$ cat config.mk
export PLATFORM = sky130hd
export DESIGN_NAME = classificador_botao
export DESIGN_NICKNAME = d
export VERILOG_FILES = /design/src/rtl/classificador_botao.sv
export SDC_FILE = /design/constraint.sdc
export NUM_CORES = 1
export LEC_CHECK = 0
export CORE_MARGIN = 4
export CORE_UTILIZATION = 40
export DETAILED_ROUTE_END_ITERATION = 8
export GPL_TIMING_DRIVEN = 0
export PLACE_DENSITY = 0.65
export SYNTH_ARGS = -nofsm -noshare
export SYNTH_HDL_FRONTEND = slang
export SYNTH_SLANG_ARGS = --single-unit
$ cat constraint.sdc
create_clock -name clk -period 1.7 [get_ports clk]
set_input_delay 0.51 -clock clk [delete_from_list [all_inputs] [get_ports clk]]
set_output_delay 0.51 -clock clk [all_outputs]
set_load 0.05 [all_outputs]
$ cat src/rtl/classificador_botao.sv
// Push-button conditioner: two-flop synchroniser, symmetric debounce, and a
// press classifier emitting one registered short- or long-press pulse per press.
module classificador_botao #(
    parameter int DEBOUNCE_P        = 300,
    parameter int SWITCH_MODE_MIN_T = 5300
) (
    input  logic clk,
    input  logic rst,
    input  logic push_button,
    output logic botao_estavel,
    output logic pulso_curto,
    output logic pulso_longo
);

    localparam int DEB_W  = $clog2(DEBOUNCE_P + 1);
    localparam int HOLD_W = $clog2(SWITCH_MODE_MIN_T + 1);

    typedef enum logic [1:0] {
        SOLTO,
        PRESSIONADO,
        LONGO
    } estado_t;

    logic              s1;
    logic              s2;
    logic [DEB_W-1:0]  deb_cnt;
    logic [HOLD_W-1:0] hold_cnt;
    logic [HOLD_W-1:0] hold_next;
    estado_t           state;
    estado_t           state_next;
    logic              curto_next;
    logic              longo_next;

    always_ff @(posedge clk or posedge rst) begin
        if (rst) begin
            s1 <= 1'b0;
            s2 <= 1'b0;
        end else begin
            s1 <= push_button;
            s2 <= s1;
        end
    end

    // Any agreement with the stable level wipes the run, so only an unbroken
    // disagreement of DEBOUNCE_P cycles flips the output.
    always_ff @(posedge clk or posedge rst) begin
        if (rst) begin
            deb_cnt       <= '0;
            botao_estavel <= 1'b0;
        end else if (s2 != botao_estavel) begin
            if (deb_cnt == DEB_W'(DEBOUNCE_P - 1)) begin
                botao_estavel <= s2;
                deb_cnt       <= '0;
            end else begin
                deb_cnt <= deb_cnt + DEB_W'(1);
            end
        end else begin
            deb_cnt <= '0;
        end
    end

    always_ff @(posedge clk or posedge rst) begin
        if (rst) begin
            state       <= SOLTO;
            hold_cnt    <= '0;
            pulso_curto <= 1'b0;
            pulso_longo <= 1'b0;
        end else begin
            state       <= state_next;
            hold_cnt    <= hold_next;
            pulso_curto <= curto_next;
            pulso_longo <= longo_next;
        end
    end

    // Release is tested before the threshold so a release landing on the
    // threshold cycle still classifies as short.
    always_comb begin
        state_next = state;
        hold_next  = hold_cnt;
        curto_next = 1'b0;
        longo_next = 1'b0;
        case (state)
            SOLTO: begin
                if (botao_estavel) begin
                    state_next = PRESSIONADO;
                    hold_next  = '0;
                end
            end
            PRESSIONADO: begin
                if (!botao_estavel) begin
                    state_next = SOLTO;
                    curto_next = 1'b1;
                end else if (hold_cnt == HOLD_W'(SWITCH_MODE_MIN_T - 1)) begin
                    state_next = LONGO;
                    longo_next = 1'b1;
                end else begin
                    hold_next = hold_cnt + HOLD_W'(1);
                end
            end
            LONGO: begin
                if (!botao_estavel) begin
                    state_next = SOLTO;
                end
            end
            default: begin
                state_next = SOLTO;
            end
        endcase
    end

endmodule

## Yosys cells after proc, flatten, opt, wreduce, memory -nomap -nowiden

Cells that the tools add are included.
W data, S select, Z words.

| storage, ports and cells | value |
|---|---|
| flip-flop bits (word level) | 29 |
| bits in latches | 0 |
| memory bits (writable) | 0 |
| ROM bits | 0 |
| input port bits | 3 |
| output and inout port bits | 3 |
| word-level logic and storage cells | 41 |
| memories kept | 0 |

| operators by class | value |
|---|---|
| add/subtract/negate cells | 2 |
| multipliers | 0 |
| divide/modulo/power cells | 0 |
| $lt $le $gt $ge | 0 |
| equal/unequal tests | 10 |
| shift operators | 0 |
| multiplexer cells | 16 |
| bitwise logic cells | 0 |
| reductions and logical operators | 5 |

Operator list:

| kind | number |
|---|---|
| $mux W13 | 3 |
| $pmux W13 S2 | 1 |
| $mux W9 | 2 |
| $add A13 B1 Y13 const B | 1 |
| $eq A13 B13 Y1 const B | 1 |
| $add A9 B1 Y9 const B | 1 |
| $eq A9 B9 Y1 const B | 1 |
| $mux W2 | 4 |
| $ne A2 B2 Y1 const B | 4 |
| $pmux W2 S3 | 1 |
| $mux W1 | 5 |
| $reduce_and A4 Y1 | 1 |
| $ne A3 B3 Y1 const B | 1 |
| $reduce_and A3 Y1 | 1 |
| $eq A2 B1 Y1 const B | 1 |
| $eq A2 B2 Y1 const B | 1 |
| $logic_not A2 Y1 | 1 |
| $reduce_and A2 Y1 | 1 |
| $reduce_bool A2 Y1 | 1 |
| $ne A1 B1 Y1 | 1 |

## Depth between registers and ports, before layout

| logic depth | value |
|---|---|
| depth after elaboration | 4 |
| gate-level depth with buffers | 5 |
| gate-level depth less buffers | 5 |

## Worst setup path after synthesis

Ideal clock, no wire load.

| path | value |
|---|---|
| path kind | register to register |
| start point | reg botao_estavel |
| end point | reg hold_cnt[9] |
| library setup time | 0.125 ns |
| arrival | 1.618 ns |
| data required time | 1.575 ns |
| setup slack | -0.043 ns |
| stages on the path, launching flop included | 5 |
| path buffers | 0 |
| period minus slack after synthesis | 1.743 ns |
| cells stage by stage | dfrtp_1 > and3b_2 > and3_4 > nand4_2 > mux2_4 |

| between the ends | value |
|---|---|
| cells in the longest elaborated chain, start to end | 2 |
| elaborated cells on any way between the ends | 3 |
| classes of those cells | 2 x eq/ne; 1 x reduce/logical |

RTL lines:

| item | line | source |
|---|---|---|
| start, declared | 10 | `output logic botao_estavel,` |
| start signal, assigned | 49 | `botao_estavel <= 1'b0;` |
| start signal, assigned | 52 | `botao_estavel <= s2;` |
| $ne A2 B2 Y1 (no source line) | - |  |
| $reduce_and A4 Y1 (no source line) (*) | - |  |
| end signal, assigned | 70 | `hold_cnt <= hold_next;` |
| end, declared | 27 | `logic [HOLD_W-1:0] hold_cnt;` |

Mark *: on every way between the ends. The rest lies on a longest branch, timed or not.
A chain may end at the register's enable or synchronous reset.

## Worst setup path after layout

| path | value |
|---|---|
| start point | reg botao_estavel |
| end point | out botao_estavel |

No word-level cell between the ends.

==> flow_summary.toml <==
[sta]
max_freq_ghz = 0.630
slew_viol_final = 0
finClkSkew_ns = 0.00772
finalCriticalPeriod_ns = 1.59
max_slew.worst_pin.slew_ns = 1.08
finalHoldViolations = 0
rsz0062_at_grt = "no"
setup_viol = 0
max_slew_margin_pct = 28.2
timing.final.crit_share_pct = 93.4

[cts]
clk_path_buf_depth = 2
cts.clk_slew.worst_paths_ns = 0.09
clock_latency_ns = 0.33
cts-root-buf = "clkbuf_4"
cts_tree = "built"
ctsHoldBuffers = 0
cts.sinks = 29
post_cts.repair.setup_buffers = 0
htree_levels = 2
cts_buffers = 5

[place]
port_buffers = 5
dp_hpwl_um = 1830
placed_cells = 187
place_area_mm2 = 0.00155
routabilityCongestion = 0.808

[setup_path]
cp_cell_sequence = "buf_2"
required_ns = 1.19
critPathTopFamily = "flip-flops"
end_kind = "output port"
cp_slowest_cell = "dfrtp_2"
path_buf_inv = 1
crit_fanout = 8
start_kind = "flip-flop"
critPathArrivalTime_ns = 1.08
critPathKind = "flip-flop to output port"
crit_path_max_incr_delay_ns = 0.46

[die]
io_pins = 6
rows = 21
initial_utilization_pct = 42.1
dieArea_mm2 = 0.00462
core_area_mm2 = 0.00342
fp.dieH_um = 68.0
dieWidth_um = 68.0

[global_routing]
grt_usage_pct = 14.3
grt_pass1_wl_um = 4780
antenna_found_initial = 0
overflow = 0
grt_pass1_vias = 1065
grt_max_degree = 30

[logic_synthesis]
synthAdderAreaFrac_pct = 1.74
syn-num-nets = 141
synth_xor_area_share_pct = 7.91
ys_seq_area_share_pct = 50.4
ys.flop_type = "dfrtp_1"
ys_seq_elements = 29
synthDistinctLibCells = 42
synth.avg_cell_area_um2 = 10.6
yosysWarnings = 0
yosys.area_share.simple_pct = 26.3
synth-async-reset-ratio_pct = 100
synth-compound-area-share_pct = 7.22
postSynthCellCount = 136
synth_edf_count = 0
synth_mux_area_share_pct = 3.30
synth_top_family_by_area = "simple AND/OR/NAND/NOR gates"
synth_area_mm2 = 0.00144

[pwr]
power_frac_comb_pct = 2.8
switching_share_pct = 20.5
clockPowerShare_pct = 44.5
internal-power_mw = 1.06
p_leak_nw = 0.730
ir_worst_vdd_mv = 0.457
fin_total_pwr_mw = 1.33
p_sw_uw = 273
power_density_mw_per_mm2 = 822
power_frac_seq_pct = 52.7

[drt]
drc = 0
firstDrtPassIters = 3
wl_um = 2610
dr_total_vias = 1012
drt_iter0_drc = 17
avgViaCountPerCell = 5.19
wl_per_cell_um = 13.4
final_antenna_net_count = 0

[layout]
fin_area_mm2 = 0.00162
final_common_cell = "dfrtp_1"
fillers = 329
antenna_cells = 0
final_cells = 195
drive_gt1_share_pct = 18.1
areaGrowthSynthToFinish_pct = 12.7
nNetsFinal = 153
final_cell_mix = "dfrtp_1, nor2_1, inv_1"

[worst_hold_path]
hp-class = "flip-flop to flip-flop"

[flow_run]
drv_cap = 0

[outcome]
status = "finished, final reports clean"
## Yosys cell counts (2+ instances only)
master / instances / area [um2]
dfrtp_1: 29 / 726
nand4_1: 5 / 31.3
nor2_1: 21 / 78.8
nand2_1: 7 / 26.3
inv_1: 9 / 33.8
o21ai_0: 4 / 20.0
ha_1: 2 / 25.0
nor2b_1: 3 / 18.8
xnor2_1: 6 / 52.6
mux2_2: 2 / 22.5
nand3_1: 7 / 35.0
xor2_1: 7 / 61.3
and2_1: 3 / 18.8
nor4_1: 3 / 18.8
## sequential cells by signal, indices dropped and copies added, names as in the netlist
register / flops
hold_cnt: 13
deb_cnt: 9
pulso_curto: 1
s1: 1
pulso_longo: 1
botao_estavel: 1
state: 2
s2: 1
## path summary, 6_finish.rpt
check	slack, ns	end	startpoint	cells after the start
max	0.11	botao_estavel	botao_estavel	1
min	0.37	s2	s1	0
max in group asynchronous	0.24	botao_estavel	rst	2
min reg2reg	0.37	s2	s1	0
max reg2reg	0.14	hold_cnt[11]	state[1]	5
min in group asynchronous	0.74	deb_cnt[5]	rst	2
## stage by stage
step	TNS (ns)	hold WS, ns	worst slack [ns]	utilization, %
after floorplan	0	0.331	0.162	-
after global placement	-4.04	0.340	-0.217	45.3
after detailed placement	-4.63	0.345	-0.240	45.3
after CTS	0	0.375	0.00161	47.6
after global routing	0	0.379	0.00829	47.5
final	0	0.366	0.112	47.5
## what timing repair did
item	4_1_cts	5_1_grt
gates cloned	0	0
resized for setup	8	4
setup endpoints to repair	3	9
## cell type report
| type | count | area [um2] | area share, % |
|---|---|---|---|
| tap | 46 | 57.6 | 3.55 |
| sequential | 29 | 727 | 44.8 |
| buffer | 2 | 11.3 | 0.694 |
| inverter | 9 | 33.8 | 2.08 |
| clock buffer | 7 | 55.1 | 3.40 |
| timing repair buffer | 5 | 35.0 | 2.16 |
| multi-input combinational | 96 | 672 | 41.4 |
| clock inverter | 1 | 30.0 | 1.85 |
## worst reg2reg max path, cell delays in order (launching register included)
cell and delay, ns:
dfrtp_1 0.44, nand2b_2 0.25, nor2_2 0.24, buf_4 0.23
nor2_1 0.06, a31o_2 0.24
## cells by family after synthesis
| kind of cell | after synthesis |
|---|---|
| flops | 29 |
| simple gates | 65 |
| compound gates | 12 |
| fa+ha+maj | 2 |
| xor+xnor | 13 |
| buf+inv | 11 |
| mux | 4 |
## power by group through the flow
stage               clock, mW  combinational [mW]  sequential (mW)
floorplan                   0              0.0260            0.715
global placement            0              0.0366            0.716
detailed placement          0              0.0384            0.716
CTS                     0.614              0.0382            0.703
global route            0.642              0.0446            0.704
finish                  0.594              0.0369            0.703
## layer usage
layer	vias to the layer above	part of all wire (%)	global-route usage (%)
met5	-	0	0
met4	0	3.0	9.68
met3	9	3.3	4.93
met2	11	45	21.7
met1	500	49	17.1
li1	492	-	-
(Power assumes the default switching activity.)
